### src/rtl/axi_rdata_arb_pkg.sv
`default_nettype none
// ============================================================================
// Module      : axi_rdata_arb_pkg
// Description : Shared definitions for the AXI read-data arbiter: arbiter
//               state encoding, default parameter widths and a small helper
//               for sizing source-index fields.
// Revision    : 1.0 - initial release
// ============================================================================
package axi_rdata_arb_pkg;

    // Default widths used by the arbiter and its sub-module
    localparam int DEF_NUM_SRC   = 2;
    localparam int DEF_ID_WID    = 8;
    localparam int DEF_DATA_WID  = 32;
    localparam int DEF_USER_WID  = 2;
    localparam int DEF_MAX_BEATS = 256;

    // Arbiter state encoding
    localparam logic ST_IDLE_ENC = 1'b0;
    localparam logic ST_BUSY_ENC = 1'b1;

    typedef enum logic [0:0] {
        IDLE = ST_IDLE_ENC,
        BUSY = ST_BUSY_ENC
    } arb_state_t;

    // Width of a source index; a single source still needs one bit
    function automatic int idx_width(input int num);
        return (num > 1) ? $clog2(num) : 1;
    endfunction

endpackage : axi_rdata_arb_pkg
`default_nettype wire

### src/rtl/axi_rdata_arb_rr_pick.sv
`default_nettype none
// ============================================================================
// Module      : axi_rdata_arb_rr_pick  (rr_pick)
// Description : Combinational round-robin first-set finder. Starting at ptr
//               and searching upward modulo NUM_SRC, returns the first set
//               bit of req as a one-hot vector and as a binary index.
// Revision    : 1.0 - initial release
// Ports       :
//   req        [NUM_SRC-1:0]  request vector
//   ptr        [IDX_W-1:0]    search start position (0..NUM_SRC-1)
//   gnt_onehot [NUM_SRC-1:0]  one-hot winner, zero when req is zero
//   gnt_idx    [IDX_W-1:0]    binary winner index, zero when req is zero
// ============================================================================
module axi_rdata_arb_rr_pick
    import axi_rdata_arb_pkg::*;
#(
    parameter int NUM_SRC = DEF_NUM_SRC,
    localparam int IDX_W  = idx_width(NUM_SRC)
) (
    input  logic [NUM_SRC-1:0] req,
    input  logic [IDX_W-1:0]   ptr,
    output logic [NUM_SRC-1:0] gnt_onehot,
    output logic [IDX_W-1:0]   gnt_idx
);

    always_comb begin : p_pick
        logic             found;
        int               cand;
        logic [IDX_W-1:0] cand_idx;

        gnt_onehot = '0;
        gnt_idx    = '0;
        found      = 1'b0;
        cand       = 0;
        cand_idx   = '0;
        // Visit positions ptr, ptr+1, ... wrapping once past NUM_SRC-1
        for (int k = 0; k < NUM_SRC; k++) begin
            cand = int'(ptr) + k;
            if (cand >= NUM_SRC) begin
                cand = cand - NUM_SRC;
            end
            cand_idx = IDX_W'(cand);
            if (!found && req[cand_idx]) begin
                found                = 1'b1;
                gnt_onehot[cand_idx] = 1'b1;
                gnt_idx              = cand_idx;
            end
        end
    end

endmodule : axi_rdata_arb_rr_pick
`default_nettype wire

### src/rtl/axi_rdata_arb.sv
`default_nettype none
// ============================================================================
// Module      : axi_rdata_arb
// Description : Burst-atomic round-robin arbiter merging NUM_SRC memory-side
//               AXI R channels onto one registered application-side R
//               channel. An IDLE cycle separates every burst; a burst that
//               reaches MAX_BEATS without RLAST is cut off and flagged in the
//               sticky out_err.
// Revision    : 1.0 - initial release
// Ports       :
//   clk          block clock, rising edge
//   reset_       asynchronous active-low reset
//   in_rid/in_rdata/in_rresp/in_ruser/in_rlast   packed per-source R fields
//   in_mrvalid   per-source beat valid
//   out_mrready  per-source ready (only the owner may see ready)
//   out_rid/out_rdata/out_rresp/out_ruser/out_rlast   registered output beat
//   out_srvalid  registered output valid
//   in_srready   output-side ready
//   out_grant    registered one-hot owner, zero when idle
//   out_err      sticky burst-overrun flag
// ============================================================================
module axi_rdata_arb
    import axi_rdata_arb_pkg::*;
#(
    parameter int NUM_SRC   = DEF_NUM_SRC,
    parameter int ID_WID    = DEF_ID_WID,
    parameter int DATA_WID  = DEF_DATA_WID,
    parameter int USER_WID  = DEF_USER_WID,
    parameter int MAX_BEATS = DEF_MAX_BEATS
) (
    input  logic                         clk,
    input  logic                         reset_,
    input  logic [NUM_SRC*ID_WID-1:0]    in_rid,
    input  logic [NUM_SRC*DATA_WID-1:0]  in_rdata,
    input  logic [NUM_SRC*2-1:0]         in_rresp,
    input  logic [NUM_SRC*USER_WID-1:0]  in_ruser,
    input  logic [NUM_SRC-1:0]           in_rlast,
    input  logic [NUM_SRC-1:0]           in_mrvalid,
    output logic [NUM_SRC-1:0]           out_mrready,
    output logic [ID_WID-1:0]            out_rid,
    output logic [DATA_WID-1:0]          out_rdata,
    output logic [1:0]                   out_rresp,
    output logic [USER_WID-1:0]          out_ruser,
    output logic                         out_rlast,
    output logic                         out_srvalid,
    input  logic                         in_srready,
    output logic [NUM_SRC-1:0]           out_grant,
    output logic                         out_err
);

    localparam int IDX_W = idx_width(NUM_SRC);
    localparam int CNT_W = $clog2(MAX_BEATS) + 1;

    localparam logic [IDX_W-1:0] LAST_IDX  = IDX_W'(NUM_SRC - 1);
    // Count value held while the MAX_BEATS-th beat is being accepted
    localparam logic [CNT_W-1:0] FINAL_CNT = CNT_W'(MAX_BEATS - 1);

    arb_state_t          state;
    logic [IDX_W-1:0]    owner;
    logic [IDX_W-1:0]    rr_ptr;
    logic [CNT_W-1:0]    beat_cnt;

    logic [NUM_SRC-1:0]  pick_onehot;
    logic [IDX_W-1:0]    pick_idx;

    logic                out_free;
    logic                accept;
    logic                at_limit;
    logic                burst_end;
    logic                overrun;
    logic [IDX_W-1:0]    next_ptr;

    logic [ID_WID-1:0]   sel_rid;
    logic [DATA_WID-1:0] sel_rdata;
    logic [1:0]          sel_rresp;
    logic [USER_WID-1:0] sel_ruser;
    logic                sel_rlast;

    // ------------------------------------------------------------------
    // Round-robin selection of the next owner
    // ------------------------------------------------------------------
    axi_rdata_arb_rr_pick #(
        .NUM_SRC    (NUM_SRC)
    ) u_rr_pick (
        .req        (in_mrvalid),
        .ptr        (rr_ptr),
        .gnt_onehot (pick_onehot),
        .gnt_idx    (pick_idx)
    );

    // ------------------------------------------------------------------
    // Owner's beat fields
    // ------------------------------------------------------------------
    assign sel_rid   = in_rid  [owner*ID_WID   +: ID_WID];
    assign sel_rdata = in_rdata[owner*DATA_WID +: DATA_WID];
    assign sel_rresp = in_rresp[owner*2        +: 2];
    assign sel_ruser = in_ruser[owner*USER_WID +: USER_WID];
    assign sel_rlast = in_rlast[owner];

    // The output register can take a beat when empty or draining this cycle.
    // out_grant is the registered one-hot owner, so it doubles as the ready
    // mask; it is already zero in IDLE, the state test just makes the bubble
    // explicit.
    assign out_free    = ~out_srvalid | in_srready;
    assign out_mrready = ((state == BUSY) && out_free) ? out_grant : '0;
    assign accept      = |(in_mrvalid & out_mrready);

    assign at_limit  = (beat_cnt == FINAL_CNT);
    assign burst_end = sel_rlast | at_limit;
    assign overrun   = at_limit & ~sel_rlast;
    assign next_ptr  = (owner == LAST_IDX) ? '0 : owner + IDX_W'(1);

    // ------------------------------------------------------------------
    // Arbiter FSM with registered output beat, grant and error flag
    // ------------------------------------------------------------------
    always_ff @(posedge clk or negedge reset_) begin
        if (!reset_) begin
            state       <= IDLE;
            owner       <= '0;
            rr_ptr      <= '0;
            beat_cnt    <= '0;
            out_grant   <= '0;
            out_err     <= 1'b0;
            out_srvalid <= 1'b0;
            out_rid     <= '0;
            out_rdata   <= '0;
            out_rresp   <= '0;
            out_ruser   <= '0;
            out_rlast   <= 1'b0;
        end else begin
            // Output register: a new beat wins over draining the old one;
            // on a plain drain only valid/last drop, data fields hold.
            if (accept) begin
                out_srvalid <= 1'b1;
                out_rid     <= sel_rid;
                out_rdata   <= sel_rdata;
                out_rresp   <= sel_rresp;
                out_ruser   <= sel_ruser;
                out_rlast   <= sel_rlast;
            end else if (out_srvalid && in_srready) begin
                out_srvalid <= 1'b0;
                out_rlast   <= 1'b0;
            end

            case (state)
                IDLE: begin
                    if (|in_mrvalid) begin
                        state     <= BUSY;
                        owner     <= pick_idx;
                        out_grant <= pick_onehot;
                        beat_cnt  <= '0;
                    end
                end
                BUSY: begin
                    // Ownership only ends on an accepted beat; a source that
                    // drops valid mid-burst keeps the grant.
                    if (accept) begin
                        beat_cnt <= beat_cnt + CNT_W'(1);
                        if (burst_end) begin
                            state     <= IDLE;
                            out_grant <= '0;
                            rr_ptr    <= next_ptr;
                            if (overrun) begin
                                out_err <= 1'b1;
                            end
                        end
                    end
                end
                default: begin
                    state <= IDLE;
                end
            endcase
        end
    end

endmodule : axi_rdata_arb
`default_nettype wire

### config.mk
export PLATFORM = sky130hd
export DESIGN_NAME = axi_rdata_arb
export DESIGN_NICKNAME = d
export VERILOG_FILES = /design/src/rtl/axi_rdata_arb_pkg.sv /design/src/rtl/axi_rdata_arb_rr_pick.sv /design/src/rtl/axi_rdata_arb.sv
export SDC_FILE = /design/constraint.sdc
export NUM_CORES = 1
export LEC_CHECK = 0
export ABC_AREA = 1
export CORE_AREA = 2 2 89 91
export CTS_CLUSTER_DIAMETER = 150
export DETAILED_ROUTE_END_ITERATION = 10
export DIE_AREA = 0 0 91 93
export PLACE_DENSITY = 0.8
export SYNTH_ARGS = -nofsm -noshare
export SYNTH_HDL_FRONTEND = slang
export SYNTH_SLANG_ARGS = --single-unit
### constraint.sdc
create_clock -name clk -period 2.3 [get_ports clk]
set_clock_uncertainty 0.15 [all_clocks]
set_input_delay 0.69 -clock clk [delete_from_list [all_inputs] [get_ports clk]]
set_output_delay 0.69 -clock clk [all_outputs]
set_load 0.005 [all_outputs]
* Word level (Yosys, flattened, before mapping) *
Index checks and enable logic that the tools add are counted.

operators by class
  add/sub/neg operators = 5
  magnitude comparators = 7
  eq/ne operators = 4
  shift operators = 4
  muxes and demuxes = 33
  bitwise logic cells = 8
  reduce and logical (&&, ||, !) cells = 14

operators with widths
  cell                                                        count
  indexed part select 64 x 7 -> 32 bit                        1
  2-to-1 mux 1 bit                                            20
  2-to-1 mux 9 bit                                            2
  case mux 9 bit (2 select lines)                             1
  indexed part select 16 x 5 -> 8 bit                         1
  2-to-1 mux 2 bit                                            6
  adder 9 x 1 -> 9 bit, second input constant                 1
  equality test 9 x 8 -> 1 bit, second input constant         1
  indexed part select 4 x 3 -> 2 bit                          2
  less-than comparator 1 x 2 -> 1 bit, second input constant  3
  AND reduction 3 bit                                         2
  logical AND 1 bit                                           5
  inequality test 2 x 1 -> 1 bit, second input constant       2
  case mux 2 bit (2 select lines)                             1
  AND reduction 2 bit                                         2
  AND reduction 4 bit                                         1
  OR reduction 2 bit                                          2
  NOT 1 bit                                                   3
  adder 1 x 1 -> 2 bit, second input constant                 1
  AND 2 bit                                                   1
  demux 1 bit (select 1 bit)                                  2
  >= comparator 1 bit, second input constant                  2
  >= comparator 1 x 2 -> 1 bit, second input constant         1
  >= comparator 2 bit, second input constant                  1
  other kinds (9)                                             11

word-level totals
  register bits = 61
  bits of input ports = 95
  output and inout bits = 51
  word-level logic and storage cells = 87

* Depth between registers and ports, before layout *
Gate-level depths: netlist of the first run.

  word-level depth = 11
  depth in mapped cells = 10
  mapped depth without buffers = 10

* By module *
Synthesis of the first run repeated with hierarchy kept, for this count alone.

second synthesis, totals
  cells, all modules = 358
  area, all modules = 3049.2 um^2

by module, submodules not included
  module                 instances  cells an instance  area each (um^2)  sequential area each (um^2)
  axi_rdata_arb          1          352                3025.4            1526.5
  axi_rdata_arb_rr_pick  1          6                  23.8              0.0

* Worst setup path after synthesis of the first run *
No wires, ideal clock.

  path kind = register to register
  start = register beat_cnt[0]
  end = register rr_ptr
  library setup time = 0.132 ns
  data arrival time = 1.521 ns
  required time = 2.018 ns
  slack = 0.496 ns
  cell stages (with the launch flop) = 11
  buffers on the path = 0
  clock period less this slack = 1.804 ns
  cell sequence = dfrtp_1 ha_1 nand4_1 or2_2 nor2_1 ha_1 inv_1 nand3_1 nand2_1 nand2_1 o21ai_1

on the way
  longest elaborated chain between the ends = 3

RTL lines
  item                           RTL line              source
  from (decl)                    axi_rdata_arb.sv:61   logic [CNT_W-1:0] beat_cnt;
  from (signal assigned)         axi_rdata_arb.sv:158  beat_cnt <= beat_cnt + CNT_W'(1);
  equality test 9 x 8 -> 1 bit   axi_rdata_arb.sv:108  assign at_limit = (beat_cnt == FINAL_CNT);
  bitwise OR 1 bit               axi_rdata_arb.sv:109  assign burst_end = sel_rlast | at_limit;
  AND reduction 3 bit (no line)  n/a
  to (signal assigned)           axi_rdata_arb.sv:162  rr_ptr <= next_ptr;
  to (decl)                      axi_rdata_arb.sv:60   logic [IDX_W-1:0] rr_ptr;

Every way passes these cells.
A chain may end at the register's enable or synchronous reset.

* Worst setup path after layout of the first run *
  start = input port in_srready
  end = output port out_mrready[0]

on the way
  longest elaborated chain between the ends = 3

RTL lines
  item               RTL line              source
  from (decl)        axi_rdata_arb.sv:46   input logic in_srready,
  bitwise OR 1 bit   axi_rdata_arb.sv:104  assign out_free = ~out_srvalid | in_srready;
  logical AND 1 bit  axi_rdata_arb.sv:105  assign out_mrready = ((state == BUSY) && out_free) ? out_grant : '0;
  2-to-1 mux 2 bit   axi_rdata_arb.sv:105
  to (decl)          axi_rdata_arb.sv:39   output logic [NUM_SRC-1:0] out_mrready,

Every way passes these cells.

==> impl_metrics.csv, run 1 <==
group,metric,value,unit
cells_and_area,nFillCells,642,
die,fp.dieH,93,um
placement,port_buffers,145,
route,route.met2.wl,4080,um
clocking,post_cts_resized,11,
synth,synthCells,352,
timing,setup_violations,0,
critical_path,r2r_setup_slack,0.18,ns
global_routing,grt_pass1_vias,2904,
critical_path,critPathArrivalTime,1.34,ns
critical_path,crit_start,"in_srready",
placement,place_congestion,0.793,
cells_and_area,regArea,1530,um^2
synth,avgSynthCellArea,8.56,um^2
synth,synth_edf_count,0,
critical_path,r2r_end,"out_grant[1]",
route,routed.top_layer,"met4",
run_status,outcome,"finished clean",
timing,rsz0062_at_grt,"false",
critical_path,r2r_start,"beat_cnt[0]",
synth,synth_nets,449,
synth,yosysUniqueCellTypes,23,
route,drc,0,
cells_and_area,areaGrowthSynthToFinish,61.2,%
route,drt_iter0_drc,126,
route,first_pass_iters,4,
die,initial_core_util,40.0,%
critical_path,worstPathMaxFanout,2,
timing,fmax,0.458,GHz
clocking,cts.sinks,61,
pwr,ir_drop,0.539,mV
run,drv_cap,0,
cells_and_area,final_core_utilization,64.5,%
critical_path,worstPathRequired,1.46,ns
route,vias,2941,
clocking,clk_path_buf_depth,2,
critical_path,startpoint_type,"primary input",
synth,synth_area,3010,um^2
clocking,post_cts_buffers,0,
synth,yosysSeqAreaShare,50.7,%
global_routing,grt_max_degree,62,
timing,period_needed,2.18,ns
timing,max_slew_margin,75.0,%
global_routing,grt_pass1_wl,13700,um
synth,ys_seq_elements,61,
route,ant_nets,0,
critical_path,reg2regPathDepth,10,
synth,ys_top_cells_by_count,"nand2_1, dfrtp_1, o211ai_1, or2_2, inv_1",
clocking,numCtsBuffers,9,
timing,slew_viol_final,0,
clocking,h-tree-depth,3,
synth,synthFlopType,"dfrtp_1",
placement,dpl_cell_area,4620,um^2
timing,hold_slack,0.207,ns
clocking,worstSkewPairLatency,0.33,ns
die,row_count,32,
critical_path,crit_end,"out_mrready[0]",
global_routing,antenna_found_initial,0,
global_routing,grt_remaining_overflow,0,
cells_and_area,antenna_cells,0,
die,die_w,91,um
synth,yosysTopAreaCell,"dfrtp_1",
critical_path,path_class,"primary input to output port",
synth,synth_warnings,0,
timing,min_period_over_period,94.9,%
global_routing,track_usage,20.1,%
pwr,cellLeakagePower,2.26,nW
die,core-area,7530,um^2
cells_and_area,fin_cells,606,
route,wl_per_cell,13.9,um
synth,netlist_top_cells_area,"dfrtp_1, nand2_1, o211ai_1",
cells_and_area,multi_input_area,1320,um^2
synth,async_flop_share,100,%
placement,dp.cells,591,
route,wl_met1,3600,um
timing,tightest_slew,0.375,ns
critical_path,crit_path_end_kind,"output port",
synth,synth_most_common_cell,"nand2_1",
route,wl_met3,645,um
hold_path,hold_path.class,"primary input to async pin",
clocking,ctsHoldBuffers,0,
synth,synth_top_area_share,50.7,%
route,via_per_inst,4.85,
route,routed_wl,8420,um
die,ios,146,
cells_and_area,post-route-cell-area,4860,um^2
timing,hold_viol,0,
cells_and_area,nNetsFinal,597,
clocking,cts_tree,"yes",
clocking,clock_tree.root_cell,"clkbuf_8",
clocking,clk_pin_slew,0.07,ns
die,dieArea,8460,um^2
placement,dp.final_hpwl,6160,um
cells_and_area,drive_gt1_share,16.1,%
pwr,powerDensity,1150,nW/um^2
pwr,p_total,5.60,mW
## area by class of cell
cell class,instances,area share (%)
timing repair buffer,156,32.3
sequential,61,31.4
multi-input combinational,255,27.3
clock buffer,11,3.12
tap,102,2.63
clock inverter,4,1.96
inverter,17,1.31
## sequential cells by signal (all words and copies together), names as in the netlist
| name | count |
|---|---|
| out_rdata | 32 |
| out_srvalid | 1 |
| state | 1 |
| out_err | 1 |
| out_rresp | 2 |
| owner | 1 |
| out_ruser | 2 |
| out_rid | 8 |
| out_grant | 2 |
| beat_cnt | 9 |
| rr_ptr | 1 |
| out_rlast | 1 |
## through the flow
step / worst slack, ns / TNS (ns)
finish: 0.118 / 0
global route: 0.0204 / 0
CTS: 0.134 / 0
detailed placement: -0.540 / -5.87
global placement: -0.523 / -3.72
floorplan: 0.496 / 0
## per-layer routing
metal | track usage, % | vias to the layer above
li1 | - | 1450
met1 | 24.4 | 1377
met5 | 0 | -
met4 | 7.95 | 0
met3 | 5.88 | 10
met2 | 33.8 | 104
## cells in the final DEF (no fill, tap or decap), types with 2 or more instances in the layout
cell / count
buf_4: 7
nand3_1: 10
o211ai_1: 45
or2_2: 45
nor2_1: 4
dfrtp_1: 61
nand4_1: 4
clkdlybuf4s50_1: 141
ha_1: 2
clkbuf_8: 11
o21ai_0: 4
nand2_1: 130
buf_2: 3
nand2_2: 3
buf_12: 4
bufinv_16: 3
inv_1: 16
## worst max-delay path: stages
cell	delay [ns]
dlygate4sd2_1	0.21
inv_1	0.05
nand2_2	0.07
nand2_2	0.07
nor2_1	0.12
buf_2	0.13
## logic make-up (layout without fill, tap and decap cells)
logic type / count (synthesis) / in the layout / synth area share [%]
XOR/XNOR: 1 / 1 / 0.291
flip-flops: 61 / 61 / 50.7
AO/OA/AOI/OAI: 53 / 53 / 12.8
buffers and inverters: 36 / 188 / 5.56
adder cells (fa/ha/maj): 2 / 2 / 0.830
AND/OR/NAND/NOR: 199 / 199 / 29.8
## worst min path at each step
stage | depth (start not counted) | from | end | slack (ns)
2_1_floorplan | 0 | reset_ | beat_cnt[0] | 0.24
3_3_place_gp | 1 | out_err | out_err | 0.29
3_5_place_dp | 1 | out_err | out_err | 0.30
4_1_cts | 2 | reset_ | out_rdata[11] | 0.22
5_1_grt | 2 | reset_ | out_rdata[15] | 0.22
6_report | 2 | reset_ | out_rdata[11] | 0.21
## power by group
group	leakage, nW	internal, mW	switching [mW]	total (mW)
sequential	0.765	1.54	0.278	1.82
clock	0.125	0.771	0.393	1.16
combinational	1.37	1.42	1.20	2.62
Note: power is estimated with default switching activity, not from simulation.
==> run 2: changes to the inputs <==
--- a/config.mk
+++ b/config.mk
@@ -5,12 +5,11 @@
 export SDC_FILE = /design/constraint.sdc
 export NUM_CORES = 1
 export LEC_CHECK = 0
-export ABC_AREA = 1
-export CORE_AREA = 2 2 89 91
+export CORE_AREA = 2 2 88 90
 export CTS_CLUSTER_DIAMETER = 150
 export DETAILED_ROUTE_END_ITERATION = 10
-export DIE_AREA = 0 0 91 93
-export PLACE_DENSITY = 0.8
+export DIE_AREA = 0 0 90 92
+export PLACE_DENSITY = 0.79
 export SYNTH_ARGS = -nofsm -noshare
 export SYNTH_HDL_FRONTEND = slang
 export SYNTH_SLANG_ARGS = --single-unit
==> run 2 against run 1 <==
  * The run now ends with setup timing left
  * Critical endpoint unchanged
  * Power fell by 4.8%
  * Synthesized cell count fell by 22%
  * Critical path depth fell by 1
  * Count of clock-buffer cells in the layout did not move
  * Wire length fell by 15%
==> impl_metrics.csv, run 2 <==
group,metric,value,unit
run_status,outcome,"finished with violations",
run_status,violations,"setup timing",
die,dieArea,8280,um^2
critical_path,crit_path_end_kind,"output port",
synth,synthCells,276,
clocking,ctsHoldBuffers,0,
timing,rsz0062_at_grt,"true",
pwr,p_total,5.33,mW
route,ant_nets,0,
timing,max_slew_margin,67.3,%
die,row_count,32,
route,first_pass_iters,4,
clocking,worstSkewPairLatency,0.33,ns
timing,tightest_slew,0.487,ns
synth,synth_warnings,0,
critical_path,reg2regPathDepth,7,
global_routing,grt_pass1_wl,12100,um
critical_path,max_stage_delay,0.27,ns
critical_path,r2r_setup_slack,0.18,ns
synth,synth_edf_count,0,
synth,netlist_top_cells_area,"dfrtp_1, mux2i_1, o21ai_0",
global_routing,grt_pass1_vias,2636,
cells_and_area,post-route-cell-area,4740,um^2
synth,async_flop_share,100,%
synth,synth_most_common_cell,"dfrtp_1",
timing,fin_ws,-0.000855,ns
critical_path,cp_num_buf_inv,3,
die,die_w,90,um
route,wl_per_cell,13.4,um
die,ios,146,
critical_path,path_class,"primary input to output port",
run,drv_cap,0,
global_routing,antenna_found_initial,0,
timing,fmax,0.435,GHz
route,drc,0,
hold_path,hold_path.class,"primary input to async pin",
timing,hold_slack,0.205,ns
critical_path,crit_slowest_cell,"or2b_1",
global_routing,grt_remaining_overflow,0,
synth,synth_nets,373,
critical_path,cp_top_family,"simple AND/OR/NAND/NOR gates",
die,initial_core_util,38.5,%
placement,dp.cells,521,
timing,min_period_over_period,100,%
timing,period_needed,2.30,ns
pwr,powerDensity,1130,nW/um^2
clocking,h-tree-depth,3,
clocking,clock_tree.root_cell,"clkbuf_8",
placement,dp.final_hpwl,5420,um
critical_path,crit_start,"in_srready",
cells_and_area,areaGrowthSynthToFinish,65.1,%
route,routed_wl,7190,um
clocking,cts.sinks,61,
synth,synthFlopType,"dfrtp_1",
cells_and_area,nFillCells,648,
cells_and_area,antenna_cells,0,
cells_and_area,multi_input_area,1250,um^2
synth,ys_seq_elements,61,
clocking,cts_tree,"yes",
route,vias,2593,
global_routing,track_usage,18.0,%
synth,synth_top_area_share,53.2,%
pwr,cellLeakagePower,2.10,nW
timing,hold_viol,0,
synth,yosysSeqAreaShare,53.2,%
global_routing,grt_max_degree,62,
placement,dpl_cell_area,4510,um^2
clocking,numCtsBuffers,9,
cells_and_area,final_cell_mix,"clkdlybuf4s50_1, dfrtp_1, nand2_1, o21ai_0, mux2i_1",
route,via_per_inst,4.82,
clocking,clk_pin_slew,0.07,ns
critical_path,cp_common_cell,"buf_6",
clocking,clk_path_buf_depth,2,
cells_and_area,largestRegisters,"out_rdata x32, beat_cnt x9, out_rid x8",
critical_path,cp.depth,5,
cells_and_area,regMostFlops,"out_rdata",
timing,setup_violations,1,
placement,port_buffers,145,
cells_and_area,fin_cells,538,
cells_and_area,regArea,1530,um^2
placement,place_congestion,0.786,
critical_path,r2r_end,"out_grant[0]",
synth,synth_area,2870,um^2
timing,slew_viol_final,0,
critical_path,critPathArrivalTime,1.46,ns
route,drt_iter0_drc,96,
critical_path,r2r_start,"beat_cnt[0]",
critical_path,startpoint_type,"primary input",
synth,avgSynthCellArea,10.4,um^2
pwr,ir_drop,0.492,mV
timing,final.setup.tns,-0.000855,ns
die,fp.dieH,92,um
die,core-area,7450,um^2
synth,yosysTopAreaCell,"dfrtp_1",
critical_path,worstPathMaxFanout,2,
cells_and_area,nNetsFinal,528,
synth,yosysUniqueCellTypes,33,
cells_and_area,drive_gt1_share,9.63,%
critical_path,worstPathRequired,1.46,ns
placement,post-place-ws,-0.556,ns
critical_path,crit_chain,"buf_6, or2b_1, buf_6, and3_4, buf_6",
synth,ys_top_cells_by_count,"dfrtp_1, nand2_1, o21ai_0",
cells_and_area,final_common_cell,"clkdlybuf4s50_1",
cells_and_area,largest_register_ffs,32,
cells_and_area,final_core_utilization,63.6,%
run 2: report_power, final:
group / switching, mW / leakage [nW] / internal, mW
sequential: 0.277 / 0.768 / 1.53
clock: 0.404 / 0.107 / 0.606
combinational: 1.05 / 1.23 / 1.47
run 2: logic make-up (layout without fill, tap and decap cells):
logic type | Yosys count | after routing | synth area share [%]
compound gates | 74 | 74 | 15.4
simple gates | 71 | 71 | 10.9
flops | 61 | 61 | 53.2
mux | 46 | 46 | 16.1
buf+inv | 22 | 182 | 3.53
fa+ha+maj | 2 | 2 | 0.872
run 2: cell type report:
cell class                      instances  area share, %
Inverter                                5          0.396
Multi-Input combinational cell        193           26.3
Sequential cell                        61           32.3
Clock buffer                           11           2.77
Tap cell                              102           2.69
Timing Repair Buffer                  161           34.0
Clock inverter                          5           1.58
run 2: worst max path at each step:
stage                     slack (ns)        endpoint
after CTS                      0.004  out_mrready[0]
final                        -0.0009  out_mrready[0]
after floorplan                 0.31  out_mrready[0]
after detailed placement       -0.56  out_mrready[0]
after global routing          -0.001  out_mrready[0]
after global placement         -0.54  out_mrready[0]
run 2: per-layer routing:
metal | global-route usage [%] | vias up | wire length, um
li1 | - | 1288 | -
met1 | 20.5 | 1212 | 2870
met2 | 31.7 | 84 | 3740
met3 | 6.08 | 9 | 498
met4 | 6.15 | 0 | 88
met5 | 0 | - | 0
run 2: what timing repair did:
action | in CTS | in global routing
pin swaps | 1 | 0
endpoints found under the setup margin | 2 | 2
gates resized for setup | 13 | 1
setup buffers | 1 | 0
